`config.mk`:
```
export PLATFORM = sky130hd
export DESIGN_NAME = spi_slave
export DESIGN_NICKNAME = d
export VERILOG_FILES = /design/src/rtl/spi_pkg.sv /design/src/rtl/spi_sync.sv /design/src/rtl/spi_slave.sv
export SDC_FILE = /design/constraint.sdc
export NUM_CORES = 1
export LEC_CHECK = 0
export CAP_MARGIN = 20
export CORE_MARGIN = 8
export CORE_UTILIZATION = 56
export CTS_CLUSTER_SIZE = 16
export DETAILED_ROUTE_END_ITERATION = 10
export PLACE_DENSITY = 0.88
export SKIP_CTS_REPAIR_TIMING = 1
export SLEW_MARGIN = 20
export SYNTH_ARGS = -nofsm -noshare
export SYNTH_HDL_FRONTEND = slang
export SYNTH_HIERARCHICAL = 1
export SYNTH_SLANG_ARGS = --single-unit
```
`constraint.sdc`:
```
create_clock -name clk -period 2.5 [get_ports clk]
set_input_delay 0.5 -clock clk [delete_from_list [all_inputs] [get_ports clk]]
set_output_delay 0.5 -clock clk [all_outputs]
set_load 0.05 [all_outputs]
```
`src/rtl/spi_pkg.sv`:
```
// Shared types and helpers for the SPI slave.
// Holds the FSM state enum and the frame-length clamp.
package spi_pkg;

   typedef enum logic [1:0] {
      IDLE,
      SHIFT,
      DONE
   } spi_slv_state_t;

   localparam int SPI_MAXLEN_DEF = 16;

   function automatic int clamp_len(input int nb, input int maxlen);
      return (nb == 0 || nb > maxlen) ? maxlen : nb;
   endfunction

endpackage

```
`src/rtl/spi_sync.sv`:
```
// Multi-flop synchronizer for one asynchronous input.
// Provides the settled level plus one-clk rise/fall pulses.
module spi_sync #(
   parameter int   STAGES  = 2,
   parameter logic RST_VAL = 1'b0
) (
   input  logic clk,
   input  logic sresetn,
   input  logic d,
   output logic q,
   output logic rise,
   output logic fall
);

   logic [STAGES-1:0] sync_q, sync_d;
   logic              prev_q, prev_d;

   always_comb begin
      sync_d = {sync_q[STAGES-2:0], d};
      prev_d = sync_q[STAGES-1];
   end

   always_ff @(posedge clk or negedge sresetn) begin
      if (!sresetn) begin
         sync_q <= {STAGES{RST_VAL}};
         prev_q <= RST_VAL;
      end else begin
         sync_q <= sync_d;
         prev_q <= prev_d;
      end
   end

   assign q    = sync_q[STAGES-1];
   assign rise = q & ~prev_q;
   assign fall = ~q & prev_q;

endmodule

```
`src/rtl/spi_slave.sv`:
```
// SPI mode-0 slave, MSB first, with a one-entry tx buffer.
// All SPI pins are synchronized into the clk domain first.
module spi_slave
   import spi_pkg::*;
#(
   parameter int SPI_MAXLEN  = SPI_MAXLEN_DEF,
   parameter int SYNC_STAGES = 2,
   localparam int LW = $clog2(SPI_MAXLEN) + 1
) (
   input  logic                  clk,
   input  logic                  sresetn,
   input  logic                  SCLK,
   input  logic                  SS_N,
   input  logic                  MOSI,
   output logic                  MISO,
   output logic                  MISO_OE,
   input  logic [LW-1:0]         n_bits,
   input  logic [SPI_MAXLEN-1:0] tx_data,
   input  logic                  tx_valid,
   output logic                  tx_ready,
   output logic [SPI_MAXLEN-1:0] rx_data,
   output logic                  rx_valid,
   output logic                  tx_underrun,
   output logic                  frame_err
);

   logic sclk_lvl, sclk_rise, sclk_fall;
   logic ss_lvl, ss_rise, ss_fall;
   logic mosi_lvl, mosi_unused_rise, mosi_unused_fall;

   spi_sync #(.STAGES(SYNC_STAGES), .RST_VAL(1'b0)) u_sclk (
      .clk(clk), .sresetn(sresetn), .d(SCLK),
      .q(sclk_lvl), .rise(sclk_rise), .fall(sclk_fall)
   );
   spi_sync #(.STAGES(SYNC_STAGES), .RST_VAL(1'b1)) u_ss (
      .clk(clk), .sresetn(sresetn), .d(SS_N),
      .q(ss_lvl), .rise(ss_rise), .fall(ss_fall)
   );
   spi_sync #(.STAGES(SYNC_STAGES), .RST_VAL(1'b0)) u_mosi (
      .clk(clk), .sresetn(sresetn), .d(MOSI),
      .q(mosi_lvl), .rise(mosi_unused_rise), .fall(mosi_unused_fall)
   );

   spi_slv_state_t        state_q, state_d;
   logic [LW-1:0]         len_q, len_d, cnt_q, cnt_d;
   logic [SPI_MAXLEN-1:0] txsh_q, txsh_d, rxsh_q, rxsh_d;
   logic [SPI_MAXLEN-1:0] rxd_q, rxd_d, buf_q, buf_d;
   logic                  full_q, full_d, miso_q, miso_d, oe_q, oe_d;
   logic                  rxv_q, rxv_d, und_q, und_d, ferr_q, ferr_d;
   logic [SYNC_STAGES:0]  init_q, init_d;
   logic [SPI_MAXLEN-1:0] len_mask, rx_word, tx_pick;

   always_comb begin
      len_mask = '0;
      for (int i = 0; i < SPI_MAXLEN; i++)
         len_mask[i] = (i < int'(len_q));
   end

   always_comb begin
      state_d = state_q;
      len_d   = len_q;
      cnt_d   = cnt_q;
      txsh_d  = txsh_q;
      rxsh_d  = rxsh_q;
      rxd_d   = rxd_q;
      buf_d   = buf_q;
      full_d  = full_q;
      miso_d  = miso_q;
      oe_d    = ~ss_lvl;
      rxv_d   = 1'b0;
      und_d   = 1'b0;
      ferr_d  = 1'b0;
      init_d  = {init_q[SYNC_STAGES-1:0], 1'b1};
      rx_word = {rxsh_q[SPI_MAXLEN-2:0], mosi_lvl};
      tx_pick = txsh_q >> (cnt_q - LW'(1));
      if (tx_valid && !full_q) begin
         buf_d  = tx_data;
         full_d = 1'b1;
      end
      unique case (state_q)
         IDLE: if (ss_fall) begin
            len_d   = LW'(clamp_len(int'(n_bits), SPI_MAXLEN));
            txsh_d  = full_q ? buf_q : '0;
            und_d   = ~full_q;
            // a word handshaken this cycle stays for the next frame
            full_d  = tx_valid & ~full_q;
            cnt_d   = len_d;
            rxsh_d  = '0;
            tx_pick = txsh_d >> (len_d - LW'(1));
            miso_d  = tx_pick[0];
            state_d = SHIFT;
         end
         SHIFT: begin
            if (ss_rise) begin
               ferr_d  = 1'b1;
               miso_d  = 1'b0;
               state_d = IDLE;
            end else if (sclk_rise) begin
               rxsh_d = rx_word;
               cnt_d  = cnt_q - LW'(1);
               if (cnt_q == LW'(1)) begin
                  rxd_d   = rx_word & len_mask;
                  rxv_d   = 1'b1;
                  state_d = DONE;
               end
            end else if (sclk_fall && cnt_q != '0) begin
               miso_d = tx_pick[0];
            end
         end
         DONE: begin
            // wait until the synchronizers reflect the real pin level
            if (ss_lvl && init_q[SYNC_STAGES]) begin
               miso_d  = 1'b0;
               state_d = IDLE;
            end
         end
         default: state_d = DONE;
      endcase
   end

   always_ff @(posedge clk or negedge sresetn) begin
      if (!sresetn) begin
         state_q <= DONE;
         len_q   <= LW'(SPI_MAXLEN);
         cnt_q   <= '0;
         txsh_q  <= '0;
         rxsh_q  <= '0;
         rxd_q   <= '0;
         buf_q   <= '0;
         full_q  <= 1'b0;
         miso_q  <= 1'b0;
         oe_q    <= 1'b0;
         rxv_q   <= 1'b0;
         und_q   <= 1'b0;
         ferr_q  <= 1'b0;
         init_q  <= '0;
      end else begin
         state_q <= state_d;
         len_q   <= len_d;
         cnt_q   <= cnt_d;
         txsh_q  <= txsh_d;
         rxsh_q  <= rxsh_d;
         rxd_q   <= rxd_d;
         buf_q   <= buf_d;
         full_q  <= full_d;
         miso_q  <= miso_d;
         oe_q    <= oe_d;
         rxv_q   <= rxv_d;
         und_q   <= und_d;
         ferr_q  <= ferr_d;
         init_q  <= init_d;
      end
   end

   assign MISO        = miso_q;
   assign MISO_OE     = oe_q;
   assign tx_ready    = ~full_q;
   assign rx_data     = rxd_q;
   assign rx_valid    = rxv_q;
   assign tx_underrun = und_q;
   assign frame_err   = ferr_q;

endmodule

```
---- Yosys cells after proc, flatten, opt, wreduce, memory -nomap -nowiden ----
Cells that the tools add are included.
storage, ports and cells
  register bits ........................... 92
  bits of input ports ..................... 27
  output and inout bits ................... 22
operators by class
  add/subtract/negate cells ............... 2
  $lt $le $gt $ge ......................... 17
  eq/ne operators ......................... 11
  shifts and indexed selects .............. 2
  muxes and demuxes ....................... 33
  bitwise operators ....................... 12
  reductions and logical operators ........ 15
operator list
  cell                                               number
  two-way mux 15 bit                                 3
  < comparator 4 x 5 -> 1 bit, first input constant  8
  right shift 16 x 5 -> 1 bit                        2
  one-hot mux 15 bit (2 select lines)                1
  < comparator 3 x 5 -> 1 bit, first input constant  4
  two-way mux 5 bit                                  4
  bitwise AND 16 bit                                 1
  two-way mux 1 bit                                  16
  two-way mux 16 bit                                 1
  != test 3 bit, second input constant               4
  AND reduction 4 bit                                3
  < comparator 1 x 5 -> 1 bit, first input constant  2
  < comparator 2 x 5 -> 1 bit, first input constant  2
  two-way mux 2 bit                                  5
  one-hot mux 5 bit (2 select lines)                 1
  subtractor 5 x 1 -> 5 bit, second input constant   2
  != test 2 bit, second input constant               4
  inverter 1 bit                                     6
  one-hot mux 2 bit (3 select lines)                 1
  bitwise AND 1 bit                                  5
  == test 5 x 1 -> 1 bit, second input constant      1
  > comparator 5 bit, second input constant          1
  zero test 5 bit                                    1
  AND reduction 5 bit                                1
  11 further kinds                                   13

---- Logic depth before layout (Yosys ltp) ----
Gate-level depths: netlist of run 1.
  depth after elaboration ................. 7
  gate-level depth with buffers ........... 10
  depth with buffers taken out ............ 9

---- By module ----
The synthesis of run 1 kept the hierarchy.
modules (own cells, without submodules)
  module                 instances  cells an instance  area each (µm²)  seq. area each (µm²)
  spi_slave              1          388                3957.5           2104.5
  spi_sync (u_mosi ...)  2          5                  90.1             75.1
  spi_sync (u_ss)        1          5                  93.8             78.8

---- Worst setup path before layout of run 1 ----
OpenSTA, ideal clock, no wires.
  kind .................................... input port to flip-flop
  start ................................... input n_bits[3]
  end ..................................... register miso_q (netlist: MISO)
  arrival ................................. 2701 ps
  data required time ...................... 2368 ps
  slack ................................... -333 ps
  cell stages on the path ................. 10
  path buffers ............................ 1
  cell sequence ........................... or4_4 > ha_1 > nor2b_1 > buf_6 > inv_1 > ha_1 > mux4_2 > mux2_2 > nand3_2 > a31oi_1
on the way
  longest elaborated chain between the ends .. 7
  elaborated cells on any way between the ends .. 8
ends and longest elaborated chain
  item                                                   line              RTL
  start: declaration                                     spi_slave.sv:17   input logic [LW-1:0] n_bits,
  > comparator 5 bit or zero test 5 bit (tied branches)  spi_pkg.sv:14     return (nb == 0 || nb > maxlen) ? maxlen : nb;
  logical OR 1 bit                                       spi_pkg.sv:14
  two-way mux 5 bit *                                    spi_pkg.sv:14
  subtractor 5 x 1 -> 5 bit *                            spi_slave.sv:89   tx_pick = txsh_d >> (len_d - LW'(1));
  right shift 16 x 5 -> 1 bit *                          spi_slave.sv:89
  two-way mux 1 bit *                                    spi_slave.sv:81   IDLE: if (ss_fall) begin
  one-hot mux 1 bit (3 select lines) *                   spi_slave.sv:80   unique case (state_q)
  end signal: assignment                                 spi_slave.sv:146  miso_q <= miso_d;
  end: declaration                                       spi_slave.sv:48   logic full_q, full_d, miso_q, miso_d, oe_q, oe_d;
Mark *: on every way between the ends. The rest lies on a longest branch, timed or not. The select of a mux whose other input is x is not followed.
A chain may end at the register's enable or synchronous reset.

---- Worst setup path after layout of run 1 ----
  start ................................... input n_bits[0]
  end ..................................... register miso_q (netlist: MISO)
Same word-level chain as after synthesis.

==> results.yml, run 1 <==
timing:
  setup_viol: 0
  worst_pin_slew_ns: 0.510
  clock_skew_ns: 0.0121
  fmax_mhz: 403
  rsz0062_at_grt: "true"
  fin_crit_sh_pct: 99.3
  final_max_slew_viol_count: 0
  finalHoldViolCount: 0
  period_needed_ns: 2.48
  fin_tns_setup_ns: 0
  relSlewSlack_pct: 65.9
  setup_ws_ns: 0.0184
grt:
  grt_remaining_overflow: 0
  grt_pass1_wl_um: 14100
  grt_start_max_net_pins: 55
  track_usage_pct: 17.3
  antenna_found_initial: 0
  grt_pass1_vias: 3015
power_and_ir_drop:
  p_total_mw: 5.09
  cellPowerDensity_nw_per_um2: 1000
  seqPwrFrac_pct: 44.1
  combinationalPowerShare_pct: 36.5
  internal_power_mw: 3.20
  ir_drop_mv: 0.590
  p_leak_nw: 2.22
  switching_power_mw: 1.88
  swShare_pct: 37.0
  p_clk_share_pct: 19.3
worst_setup_path:
  r2r_cells: 8
  critPathTopFamily: "simple AND/OR/NAND/NOR gates"
  slowest_delay_ns: 0.55
  critPathSlowestCell: "or4_4"
  cp.depth: 11
  regToRegEndpoint: "rxsh_q[0]$_DFFE_PN0P_"
  crit_fanout: 6
  timing.reg2reg.setup_slack_ns: 0.40
  cp_cell_sequence: "buf_6, or4_4, ha_4, nor2b_1, buf_4, inv_4, ha_4, mux4_2, mux2_4, nand3_2, a31oi_1"
  r2r-start: "state_q[1]$_DFFE_PN1P_"
  crit_buf_inv: 3
  arrival_ns: 2.73
  worstSetupStartpointType: "input port"
  cp.required_ns: 2.74
  crit_start: "n_bits[0]"
  endpoint: "MISO$_DFFE_PN0P_"
  crit_type: "input port to flop"
  crit_path_frequent_cell: "ha_4"
  end_kind: "flop"
place:
  numPortBuffers: 48
  hpwl_um: 6030
  place_ws_ns: -0.703
  gp_congestion: 0.916
  post_dp_cell_area_um2: 4860
routing:
  ant_nets: 0
  num_vias: 3034
  drtIter0Drc: 128
  vias_per_cell: 5.43
  drc_errors: 0
  wl_per_cell_um: 15.1
  finalWirelength_um: 8420
  drt-pass1-iter-count: 4
floorplan:
  io_pins: 49
  num_rows: 31
  initial_core_util_pct: 57.8
  core_um2: 7250
  die-area_um2: 10500
  die_w_um: 103
  fp.dieH_um: 103
hold_path:
  min_path_type: "input port to asynchronous set/reset pin"
cells_and_area:
  fin_util_pct: 69.8
  final_cell_mix: "nand2_1, dfrtp_1, o21ai_0"
  antenna_cells: 0
  final_common_cell: "nand2_1"
  syn_to_final_growth_pct: 20.9
  fillers: 552
  final_area_um2: 5070
  fin_nets: 490
  layout-drive-gt1-share_pct: 17.0
clocking:
  ctsLongestPathBuffers: 2
  worstSkewPairLatency_ns: 0.37
  clock_sinks: 92
  root_buffer: "clkbuf_8"
  h-tree-depth: 3
  cts_made_buffers: 9
  cts_tree: "done"
  path_clk_slew_ns: 0.09
outcome:
  outcome: "finished clean"
logic_synthesis:
  synth_cells: 400
  avgSynthCellArea_um2: 10.5
  syn_area_um2: 4190
  synth_fp_nets: 435
  ys_warn_count: 6
job:
  drv_cap: 0
metal layers:
metal	part of all wire [%]	GRT usage [%]	up-vias	wire (µm)
met5	0	0	-	0
met1	44	20.6	1469	3680
met4	1.9	6.77	0	164
li1	-	-	1482	-
met2	49	28.8	69	4160
met3	4.9	5.00	14	413
sequential cells by signal (all words and copies together), names as in the netlist:
signal,count
full_q,1
rxsh_q,15
MISO,1
u_ss/sync_q,2
init_q,3
txsh_q,16
tx_underrun,1
buf_q,16
cnt_q,5
u_sclk/prev_q,1
len_q,5
state_q,2
u_mosi/sync_q,2
frame_err,1
u_sclk/sync_q,2
rx_valid,1
rx_data,16
MISO_OE,1
u_ss/prev_q,1
stage by stage:
step	std cells	hold WS, ns
global placement	541	0.333
finish	559	0.0967
global route	559	0.117
detailed placement	541	0.336
floorplan	400	0.204
CTS	557	0.102
layout make-up:
cell class	count	area, µm²	area share [%]
multi-input combinational	273	1760	34.7
inverter	10	40.0	0.790
clock inverter	6	65.1	1.28
timing repair buffer	69	642	12.7
sequential	92	2310	45.6
clock buffer	10	128	2.52
tap	99	124	2.45
how the worst min path moves through the flow:
stage | cells after the start | start | to
floorplan | 0 | sresetn | MISO$_DFFE_PN0P_
global placement | 0 | init_q[0]$_DFF_PN0_ | init_q[1]$_DFF_PN0_
detailed placement | 0 | init_q[1]$_DFF_PN0_ | init_q[2]$_DFF_PN0_
CTS | 1 | sresetn | u_sclk/sync_q[0]$_DFF_PN0_
global route | 1 | sresetn | txsh_q[3]$_DFFE_PN0P_
finish | 1 | sresetn | u_sclk/sync_q[0]$_DFF_PN0_
power by group through the flow:
| stage | Combinational (mW) | Clock, mW | Sequential (mW) |
|---|---|---|---|
| after floorplan | 1.38 | 0 | 2.18 |
| after global placement | 1.75 | 0 | 2.24 |
| after CTS | 1.86 | 0.999 | 2.24 |
| after global routing | 2.05 | 1.06 | 2.30 |
| after detailed placement | 1.83 | 0 | 2.27 |
| final | 1.86 | 0.984 | 2.25 |
Note: power is estimated with default switching activity, not from simulation.
==> run 2: changes to the inputs <==
Settings changed: ABC_AREA set to 1, CORE_MARGIN 8 to 4.
==> run 2 against run 1 <==
Compared with the run above:
- clock skew fell by 0.0051 ns
- via count rose by 11%
- routed wire length rose by 3.6%
- sequential power fell by 2%
==> results.yml, run 2 <==
worst_setup_path:
  cp.required_ns: 2.79
  arrival_ns: 2.69
  worstSetupStartpointType: "input port"
  crit_path_frequent_cell: "nand3_1"
  timing.reg2reg.setup_slack_ns: 0.39
  cp_cell_sequence: "clkdlybuf4s50_1, or4_4, ha_4, inv_4, nand2_2, ha_4, inv_2, nand3_1, nand3_1, nand3_1, nand2_1, nand2_1, a21oi_1"
  critPathSlowestCell: "or4_4"
  critPathTopFamily: "simple AND/OR/NAND/NOR gates"
  r2r_cells: 6
  slowest_delay_ns: 0.56
  crit_fanout: 5
  r2r-start: "state_q[1]$_DFFE_PN1P_"
  crit_type: "input port to flop"
  end_kind: "flop"
  regToRegEndpoint: "rx_data[14]$_DFFE_PN0P_"
  crit_buf_inv: 3
floorplan:
  die-area_um2: 9150
  num_rows: 31
  fp.dieH_um: 95.7
  core_um2: 7370
  initial_core_util_pct: 58.4
  die_w_um: 95.7
  io_pins: 49
power_and_ir_drop:
  ir_drop_mv: 0.680
  p_total_mw: 5.51
  p_leak_nw: 2.41
  cellPowerDensity_nw_per_um2: 1060
grt:
  grt_remaining_overflow: 0
  track_usage_pct: 21.0
  grt_pass1_vias: 3314
  grt_start_max_net_pins: 53
  grt_pass1_wl_um: 15000
  antenna_found_initial: 0
routing:
  ant_nets: 0
  vias_per_cell: 5.24
  drtIter0Drc: 156
  wl_per_cell_um: 13.6
  finalWirelength_um: 8720
  num_vias: 3362
  drt-pass1-iter-count: 4
  drc_errors: 0
cells_and_area:
  final_cell_mix: "nand2_1, dfrtp_1, nand3_1, clkdlybuf4s50_1, inv_1"
  multiInputGateArea_um2: 1720
  layout-drive-gt1-share_pct: 16.0
  fin_nets: 573
  antenna_cells: 0
  syn_to_final_growth_pct: 20.9
  seq_area_um2: 2310
  fillers: 567
  final_common_cell: "nand2_1"
timing:
  fin_crit_sh_pct: 95.9
  final_max_slew_viol_count: 0
  relSlewSlack_pct: 64.1
  worst_pin_slew_ns: 0.537
  period_needed_ns: 2.40
  setup_viol: 0
  clock_skew_ns: 0.00696
  finalHoldViolCount: 0
  hold_ws_ns: 0.110
  fmax_mhz: 417
clocking:
  path_clk_slew_ns: 0.09
  h-tree-depth: 3
  cts_tree: "done"
  cts_made_buffers: 9
  ctsLongestPathBuffers: 2
  root_buffer: "clkbuf_8"
  worstSkewPairLatency_ns: 0.36
  clock_sinks: 92
place:
  gp_congestion: 0.906
  hpwl_um: 6490
  numPortBuffers: 48
job:
  drv_cap: 0
logic_synthesis:
  synth_cells: 480
  ys_warn_count: 6
  syn_area_um2: 4310
  synth_fp_nets: 515
  avgSynthCellArea_um2: 8.97
hold_path:
  min_path_type: "input port to asynchronous set/reset pin"
outcome:
  outcome: "finished clean"
[run 2: per-stage QoR]
stage	setup WS [ns]	cells	TNS (ns)	cell area [µm²]	util, %
after CTS	0.0181	642	0	5180	70.2
final	0.103	642	0	5210	70.6
after floorplan	0.0572	480	0	4320	-
after global placement	-0.255	626	-0.274	4930	66.9
after global routing	-0.0158	642	-0.0158	5210	70.6
after detailed placement	-0.352	626	-0.449	4930	66.9
[run 2: worst max path at each step]
| stage | cells after the start | slack, ns | start | end |
|---|---|---|---|---|
| floorplan | 13 | 0.06 | n_bits[3] | MISO$_DFFE_PN0P_ |
| global placement | 13 | -0.26 | n_bits[3] | MISO$_DFFE_PN0P_ |
| detailed placement | 13 | -0.35 | n_bits[3] | MISO$_DFFE_PN0P_ |
| CTS | 13 | 0.02 | n_bits[3] | MISO$_DFFE_PN0P_ |
| global route | 13 | -0.02 | n_bits[3] | MISO$_DFFE_PN0P_ |
| finish | 13 | 0.10 | n_bits[3] | MISO$_DFFE_PN0P_ |
[run 2: where the power goes]
group | switching [mW] | internal [mW]
combinational | 1.32 | 0.795
clock | 0.502 | 0.691
sequential | 0.301 | 1.90
[run 2: per-layer routing]
layer	share of wire, %	global-route usage (%)	up-vias
li1	-	-	1683
met4	1.9	9.12	0
met1	41	25.3	1579
met5	0	0	-
met3	4.4	3.39	16
met2	53	37.2	84
[run 2: cell type report]
cell class / instances / area share [%]
timing repair buffer: 67 / 12.2
clock buffer: 10 / 2.64
multi-input combinational: 324 / 33.0
sequential: 92 / 44.3
tap: 99 / 2.38
clock inverter: 6 / 2.14
inverter: 44 / 3.22
